<file path="src/rtl/sd_pkg.sv">
// SD card SPI-mode initialisation: shared types and constants.
// States, command frames, R1 codes and error causes.
package sd_pkg;

  typedef enum logic [3:0] {
    ST_IDLE,
    ST_POWERUP,
    ST_CMD0,
    ST_CMD8,
    ST_CMD55,
    ST_ACMD41,
    ST_CMD58,
    ST_DONE,
    ST_ERROR
  } state_e;

  typedef enum logic {
    PH_ISSUE,
    PH_WAIT
  } phase_e;

  typedef enum logic [3:0] {
    ERR_NONE    = 4'd0,
    ERR_CMD0    = 4'd1,
    ERR_CMD8    = 4'd2,
    ERR_CMD55   = 4'd3,
    ERR_ACMD41  = 4'd4,
    ERR_CMD58   = 4'd5,
    ERR_TIMEOUT = 4'd6
  } err_e;

  localparam logic [47:0] FRAME_CMD0   = 48'h40_0000_0000_95;
  localparam logic [47:0] FRAME_CMD8   = 48'h48_0000_01AA_87;
  localparam logic [47:0] FRAME_CMD55  = 48'h77_0000_0000_65;
  localparam logic [47:0] FRAME_ACMD41 = 48'h69_4000_0000_77;
  localparam logic [47:0] FRAME_CMD58  = 48'h7A_0000_0000_FD;

  localparam logic [7:0] R1_READY   = 8'h00;
  localparam logic [7:0] R1_IDLE    = 8'h01;
  localparam logic [7:0] R1_ILLEGAL = 8'h05;

  localparam logic [5:0] LEN_R1  = 6'd8;
  localparam logic [5:0] LEN_R37 = 6'd40;

  localparam logic [11:0] CMD8_ECHO = 12'h1AA;

  function automatic logic is_cmd(state_e s);
    return (s == ST_CMD0) || (s == ST_CMD8) ||
           (s == ST_CMD55) || (s == ST_ACMD41) ||
           (s == ST_CMD58);
  endfunction

  function automatic logic [47:0] frame_of(state_e s);
    logic [47:0] f;
    f = 48'h0;
    case (s)
      ST_CMD0:   f = FRAME_CMD0;
      ST_CMD8:   f = FRAME_CMD8;
      ST_CMD55:  f = FRAME_CMD55;
      ST_ACMD41: f = FRAME_ACMD41;
      ST_CMD58:  f = FRAME_CMD58;
      default:   f = 48'h0;
    endcase
    return f;
  endfunction

  function automatic logic [5:0] len_of(state_e s);
    logic [5:0] l;
    l = LEN_R1;
    if ((s == ST_CMD8) || (s == ST_CMD58))
      l = LEN_R37;
    return l;
  endfunction

endpackage

</file>
<file path="src/rtl/sd_init_ctrl.sv">
// SD card SPI-mode initialisation sequencer.
// Drives CMD0/8/55/ACMD41/58 through an external command engine.
module sd_init_ctrl
  import sd_pkg::*;
#(
  parameter int POWERUP_CYCLES = 1000000,
  parameter int RETRY_MAX      = 10,
  parameter int ACMD41_MAX     = 1000
) (
  input  logic        clk,
  input  logic        rst_n,
  input  logic        start,
  output logic        cmd_valid,
  input  logic        cmd_ready,
  output logic [47:0] cmd_frame,
  output logic [5:0]  cmd_resp_len,
  input  logic        resp_valid,
  input  logic        resp_timeout,
  input  logic [39:0] resp_data,
  output logic        busy,
  output logic        init_done,
  output logic        init_error,
  output logic [3:0]  err_code,
  output logic        card_hc,
  output logic        cs_n,
  output logic        clk_fast
);

  localparam int PU_W  = $clog2(POWERUP_CYCLES + 1);
  localparam int TRY_W = $clog2(RETRY_MAX + 1);
  localparam int ACM_W = $clog2(ACMD41_MAX + 1);

  localparam logic [PU_W-1:0]  PU_LAST = PU_W'(POWERUP_CYCLES - 1);
  localparam logic [TRY_W-1:0] TRY_MAX = TRY_W'(RETRY_MAX);
  localparam logic [ACM_W-1:0] ACM_MAX = ACM_W'(ACMD41_MAX);

  state_e            state_q, state_d;
  phase_e            phase_q, phase_d;
  logic [PU_W-1:0]   pcnt_q, pcnt_d;
  logic [TRY_W-1:0]  tries_q, tries_d;
  logic [ACM_W-1:0]  pairs_q, pairs_d;
  logic              valid_q, valid_d;
  logic [47:0]       frame_q, frame_d;
  logic [5:0]        len_q, len_d;
  logic              busy_q, busy_d;
  logic              done_q, done_d;
  logic              error_q, error_d;
  err_e              code_q, code_d;
  logic              hc_q, hc_d;
  logic              cs_n_q, cs_n_d;
  logic              fast_q, fast_d;

  logic        accept;
  logic        got_rsp;
  logic        got_to;
  logic [7:0]  r1;
  logic        fail;
  err_e        fail_code;
  logic        finish;
  logic        retry0;

  // Only R1, the CCS bit and the CMD8 echo matter here.
  logic unused_resp;
  assign unused_resp = ^{resp_data[31], resp_data[29:12]};

  // State and output registers, cleared by synchronous reset.
  always_ff @(posedge clk) begin
    if (!rst_n) begin
      state_q <= ST_IDLE;
      phase_q <= PH_ISSUE;
      pcnt_q  <= '0;
      tries_q <= '0;
      pairs_q <= '0;
      valid_q <= 1'b0;
      frame_q <= 48'h0;
      len_q   <= 6'd0;
      busy_q  <= 1'b0;
      done_q  <= 1'b0;
      error_q <= 1'b0;
      code_q  <= ERR_NONE;
      hc_q    <= 1'b0;
      cs_n_q  <= 1'b1;
      fast_q  <= 1'b0;
    end else begin
      state_q <= state_d;
      phase_q <= phase_d;
      pcnt_q  <= pcnt_d;
      tries_q <= tries_d;
      pairs_q <= pairs_d;
      valid_q <= valid_d;
      frame_q <= frame_d;
      len_q   <= len_d;
      busy_q  <= busy_d;
      done_q  <= done_d;
      error_q <= error_d;
      code_q  <= code_d;
      hc_q    <= hc_d;
      cs_n_q  <= cs_n_d;
      fast_q  <= fast_d;
    end
  end

  // Sequencer: next state, counters and registered outputs.
  always_comb begin
    state_d = state_q;
    phase_d = phase_q;
    pcnt_d  = pcnt_q;
    tries_d = tries_q;
    pairs_d = pairs_q;
    valid_d = valid_q;
    frame_d = frame_q;
    len_d   = len_q;
    busy_d  = busy_q;
    done_d  = done_q;
    error_d = error_q;
    code_d  = code_q;
    hc_d    = hc_q;
    cs_n_d  = cs_n_q;
    fast_d  = fast_q;

    fail      = 1'b0;
    fail_code = ERR_NONE;
    finish    = 1'b0;
    retry0    = 1'b0;

    r1 = (len_q == LEN_R37) ? resp_data[39:32]
                            : resp_data[7:0];

    accept  = (phase_q == PH_ISSUE) && valid_q &&
              cmd_ready;
    got_rsp = (phase_q == PH_WAIT) && resp_valid;
    got_to  = (phase_q == PH_WAIT) && !resp_valid &&
              resp_timeout;

    unique case (state_q)
      ST_IDLE, ST_DONE, ST_ERROR: begin
        if (start) begin
          state_d = ST_POWERUP;
          phase_d = PH_ISSUE;
          pcnt_d  = '0;
          tries_d = '0;
          pairs_d = '0;
          busy_d  = 1'b1;
          done_d  = 1'b0;
          error_d = 1'b0;
          code_d  = ERR_NONE;
          hc_d    = 1'b0;
          fast_d  = 1'b0;
          cs_n_d  = 1'b1;
        end
      end

      ST_POWERUP: begin
        if (pcnt_q >= PU_LAST) begin
          state_d = ST_CMD0;
          phase_d = PH_ISSUE;
          cs_n_d  = 1'b0;
        end else begin
          pcnt_d = pcnt_q + PU_W'(1);
        end
      end

      default: begin
        if (accept) begin
          valid_d = 1'b0;
          phase_d = PH_WAIT;
          if ((state_q == ST_CMD0) &&
              (tries_q != TRY_MAX))
            tries_d = tries_q + TRY_W'(1);
          if ((state_q == ST_ACMD41) &&
              (pairs_q != ACM_MAX))
            pairs_d = pairs_q + ACM_W'(1);
        end else if (got_rsp) begin
          phase_d = PH_ISSUE;
          unique case (1'b1)
            state_q == ST_CMD0: begin
              if (r1 == R1_IDLE)
                state_d = ST_CMD8;
              else
                retry0 = 1'b1;
            end
            state_q == ST_CMD8: begin
              if ((r1 == R1_IDLE) &&
                  (resp_data[11:0] == CMD8_ECHO))
                state_d = ST_CMD55;
              else begin
                fail      = 1'b1;
                fail_code = ERR_CMD8;
              end
            end
            state_q == ST_CMD55: begin
              if ((r1 == R1_READY) || (r1 == R1_IDLE))
                state_d = ST_ACMD41;
              else begin
                fail      = 1'b1;
                fail_code = ERR_CMD55;
              end
            end
            state_q == ST_ACMD41: begin
              if (r1 == R1_READY)
                state_d = ST_CMD58;
              else if ((r1 == R1_IDLE) &&
                       (pairs_q < ACM_MAX))
                state_d = ST_CMD55;
              else begin
                fail      = 1'b1;
                fail_code = ERR_ACMD41;
              end
            end
            default: begin
              if (r1 == R1_READY) begin
                hc_d   = resp_data[30];
                finish = 1'b1;
              end else begin
                fail      = 1'b1;
                fail_code = ERR_CMD58;
              end
            end
          endcase
        end else if (got_to) begin
          phase_d = PH_ISSUE;
          if (state_q == ST_CMD0)
            retry0 = 1'b1;
          else begin
            fail      = 1'b1;
            fail_code = ERR_TIMEOUT;
          end
        end
      end
    endcase

    if (retry0 && (tries_q >= TRY_MAX)) begin
      fail      = 1'b1;
      fail_code = ERR_CMD0;
    end

    if (fail) begin
      state_d = ST_ERROR;
      error_d = 1'b1;
      code_d  = fail_code;
      busy_d  = 1'b0;
      fast_d  = 1'b0;
      cs_n_d  = 1'b1;
      valid_d = 1'b0;
    end else if (finish) begin
      state_d = ST_DONE;
      done_d  = 1'b1;
      busy_d  = 1'b0;
      fast_d  = 1'b1;
      cs_n_d  = 1'b0;
      valid_d = 1'b0;
    end

    if (is_cmd(state_d) && (phase_d == PH_ISSUE)) begin
      valid_d = 1'b1;
      frame_d = frame_of(state_d);
      len_d   = len_of(state_d);
    end
  end

  assign cmd_valid    = valid_q;
  assign cmd_frame    = frame_q;
  assign cmd_resp_len = len_q;
  assign busy         = busy_q;
  assign init_done    = done_q;
  assign init_error   = error_q;
  assign err_code     = code_q;
  assign card_hc      = hc_q;
  assign cs_n         = cs_n_q;
  assign clk_fast     = fast_q;

endmodule

</file>
<file path="config.mk">
export PLATFORM = sky130hd
export DESIGN_NAME = sd_init_ctrl
export DESIGN_NICKNAME = d
export VERILOG_FILES = /design/src/rtl/sd_pkg.sv /design/src/rtl/sd_init_ctrl.sv
export SDC_FILE = /design/constraint.sdc
export NUM_CORES = 1
export LEC_CHECK = 0
export CAP_MARGIN = 20
export CELL_PAD_IN_SITES_DETAIL_PLACEMENT = 0
export CELL_PAD_IN_SITES_GLOBAL_PLACEMENT = 2
export CORE_MARGIN = 2
export CORE_UTILIZATION = 27
export DETAILED_ROUTE_END_ITERATION = 10
export PLACE_DENSITY_LB_ADDON = 0.1
export SLEW_MARGIN = 20
export SYNTH_ARGS = -nofsm -noshare
export SYNTH_HDL_FRONTEND = slang
export SYNTH_SLANG_ARGS = --single-unit
</file>
<file path="constraint.sdc">
create_clock -name clk -period 3.82 [get_ports clk]
set_input_delay 0.382 -clock clk [delete_from_list [all_inputs] [get_ports clk]]
set_output_delay 0.382 -clock clk [all_outputs]
set_load 0.02 [all_outputs]
</file>
==> run_results.csv <==
group,metric,value,unit
yosys,synthFlopType,"dfxtp_1",
run,maxCapViolCount,0,
yosys,ys_async_sr_fraction,0,%
timing,slew_viol_final,0,
timing,fin_worst_skew,0.00910,ns
cells_and_area,syn2layout_area_growth,25.7,%
yosys,synth_area,3740,µm²
critical_path,crit_cells,10,
power,total_power,0.00160,W
critical_path,endpoint_kind,"flip-flop",
cts,path_clk_slew,0.05,ns
cells_and_area,nets,588,
critical_path,rrSetupSlack,0.52,ns
power,p_per_area,340,nW/µm²
timing,setup_tns,0,ns
timing,worst_slack,0.394,ns
yosys,synth_largest_area_cell,"dfxtp_1",
cts,cts_tree,"done",
cts,clock-root-buffer,"clkbuf_16",
timing,fin_crit_sh,89.7,%
critical_path,cp-startpoint,"resp_data[7]",
critical_path,endpoint,"cmd_frame[4]",
timing,worst_pin_slew,0.741,ns
global_route,antenna_found_initial,0,
global_route,grt.total_usage,14.6,%
routing,vias,3425,
timing,hold_viol,0,
timing,rsz0062_at_grt,"no",
routing,wl,10300,µm
critical_path,cp_top_family,"compound AO/OA/AOI/OAI gates",
cts,clockBufferDepth,2,
placed_design,dp_hpwl,7780,µm
cells_and_area,num_antenna_cells,0,
yosys,yosysTopAreaCellShare,33.7,%
critical_path,crit_fanout,14,
status,status,"completed",
routing,dr.pass1.iters,4,
routing,drc,0,
floorplan,die_area,14800,µm²
power,p_leak,1.79,nW
yosys,avgSynthCellArea,7.90,µm²
global_route,grt-ovfl-total,0,
yosys,synth_edf_count,0,
routing,top_layer,"met4",
floorplan,coreArea,13700,µm²
critical_path,cp_slowest_cell,"a2111oi_1",
timing,setup_viol,0,
routing,dr.first_iter.drc_count,159,
routing,wl_met3,454,µm
routing,wl_met1,5490,µm
critical_path,path_buf_inv,3,
critical_path,crit_arrival,3.66,ns
hold_path,worstHoldPathType,"reg2reg",
cts,h-tree-depth,3,
timing,layout_min_cycle_time,3.43,ns
yosys,ys_top_cells_by_area,"dfxtp_1 (34%), buf_4 (8.4%), nor2_1 (7.9%)",
critical_path,r2r-end,"cmd_frame[4]",
yosys,ys_types,65,
floorplan,start_util,27.3,%
timing,clock.fmax,292,MHz
yosys,netlist_top_cells_count,"nor2_1 (79), dfxtp_1 (63), buf_4 (42)",
placed_design,place.gp.congestion,0.806,
cells_and_area,drive_gt1_share,9.23,%
critical_path,cp_cell_sequence,"clkdlybuf4s50_1 > or4_1 > nand3b_1 > a2111oi_1 > buf_4 > o21bai_1 > o31ai_1 > o2111a_1 > buf_4 > a41o_1",
routing,viasPerCell,4.74,
timing,relSlewSlack,50.6,%
timing,whs,0.449,ns
yosys,synth_seq_area_share,33.7,%
yosys,ys_seq_elements,63,
critical_path,crit-reg2reg-launch,"state_q[1]",
global_route,grt_first_pass_wirelength,16600,µm
global_route,grt_pass1_vias,3249,
floorplan,die_h,122,µm
routing,routedWlPerCell,14.3,µm
routing,ant_nets,0,
placed_design,portBuffers,59,
floorplan,num_rows,43,
yosys,syn_inst,474,
cts,clock-sinks,63,
critical_path,cpMostUsedCell,"buf_4",
cts,clock_latency,0.34,ns
cts,post_cts_buffers,0,
critical_path,path_class,"in2reg",
cts,holdBufCountCts,0,
yosys,yosysMostFrequentCell,"nor2_1",
power,peakVddDrop,0.000185,V
critical_path,start_kind,"input pin",
cts,numCtsBuffers,9,
placed_design,pre_cts_slack,0.0626,ns
critical_path,rr_worst_depth,9,
critical_path,critical_path.max_stage_delay,0.57,ns
critical_path,required,4.05,ns
global_route,grt_max_degree,30,
cts,ctsResizeCount,0,
floorplan,dieWidth,122,µm
hold_path,hp-start,"cmd_frame[3]",
yosys,yosysWarnings,0,
floorplan,ioPinCount,111,
routing,met2_length,4120,µm
[registers in the layout, summed over array words and instances, names as in the netlist]
signal	count
pcnt_q	20
cmd_frame	12
pairs_q	10
state_q	4
tries_q	4
err_code	3
cmd_resp_len	2
busy	1
card_hc	1
clk_fast	1
cmd_valid	1
cs_n	1
init_done	1
init_error	1
phase_q	1
[kinds of logic after synthesis]
logic type                 Yosys count  synth area share [%]
AOI/OAI and AO/OA                   84                  15.7
xor gates and xnor gates            26                  6.08
adders and majority gates            5                  1.67
buffers and inverters               72                  12.2
DFF                                 63                  33.7
muxes                                5                  1.37
other                                1                 0.100
and+or+nand+nor                    218                  29.2
[through the flow]
stage	utilization, %	cell area, µm²	cells
5_1_grt	34.3	4710	722
3_5_place_dp	32.3	4430	706
4_1_cts	34.3	4710	722
2_1_floorplan	-	3860	505
3_3_place_gp	32.3	4430	706
6_report	34.3	4710	722
[layout make-up]
cell class | count | area, µm²
well taps | 180 | 225
inverters | 12 | 45.0
flip-flops and latches | 63 | 1260
clock buffers | 13 | 260
clock inverters | 3 | 17.5
fillers | 1467 | 9010
multi-input cells | 370 | 2140
repair buffers | 81 | 756
[cells in the final DEF, fill, tap and decap left out, types with 3 or more instances in the layout]
| master | count |
|---|---|
| a21oi_1 | 16 |
| o31ai_1 | 3 |
| dfxtp_1 | 63 |
| mux2i_1 | 4 |
| a211oi_1 | 4 |
| buf_4 | 22 |
| and2_1 | 7 |
| nor3_1 | 13 |
| nor4_1 | 3 |
| a31o_2 | 4 |
| a31oi_1 | 8 |
| nor2_1 | 79 |
| nand3b_1 | 3 |
| or2_2 | 3 |
| nand2b_1 | 3 |
| xnor2_1 | 6 |
| ha_1 | 5 |
| conb_1 | 32 |
| clkbuf_16 | 9 |
| o21ai_0 | 12 |
| and3_1 | 11 |
| clkdlybuf4s50_1 | 59 |
| o22ai_1 | 5 |
| xor2_1 | 20 |
| inv_1 | 12 |
| nand4_1 | 20 |
| or3_1 | 7 |
| o21ai_1 | 3 |
| a21o_1 | 3 |
| nand2_1 | 32 |
| nand3_1 | 21 |
[worst reg2reg max path, cell delays in order (launching register included)]
cell and delay, ns:
dfxtp_1 0.46, or4b_1 0.67, nand4_1 0.16, a2111oi_1 0.09
buf_4 0.17, or3_1 0.42, or4_1 0.43, o2111a_1 0.33
buf_4 0.25, a41o_1 0.22
[metal layers]
metal / up-vias / track usage (%)
met5: - / 0
met4: 0 / 7.04
met3: 14 / 2.76
met2: 84 / 20.1
met1: 1586 / 21.4
li1: 1741 / -
[worst min-delay path by stage]
stage / cells past startpoint / to / slack [ns]
CTS: 2 / cmd_frame[3] / 0.45
global placement: 2 / cmd_frame[3] / 0.44
detailed placement: 2 / cmd_frame[3] / 0.45
floorplan: 2 / pcnt_q[19] / 0.44
global route: 2 / cmd_frame[40] / 0.48
finish: 2 / cmd_frame[3] / 0.45
[report_power, final]
part           total (W)  switching [W]  leakage [nW]  internal (W)
clock           0.000772       0.000299         0.136      0.000472
combinational   0.000158       0.000101          1.15     0.0000575
sequential      0.000669     0.00000592         0.508      0.000663
Power figures use the tool's default switching activity.
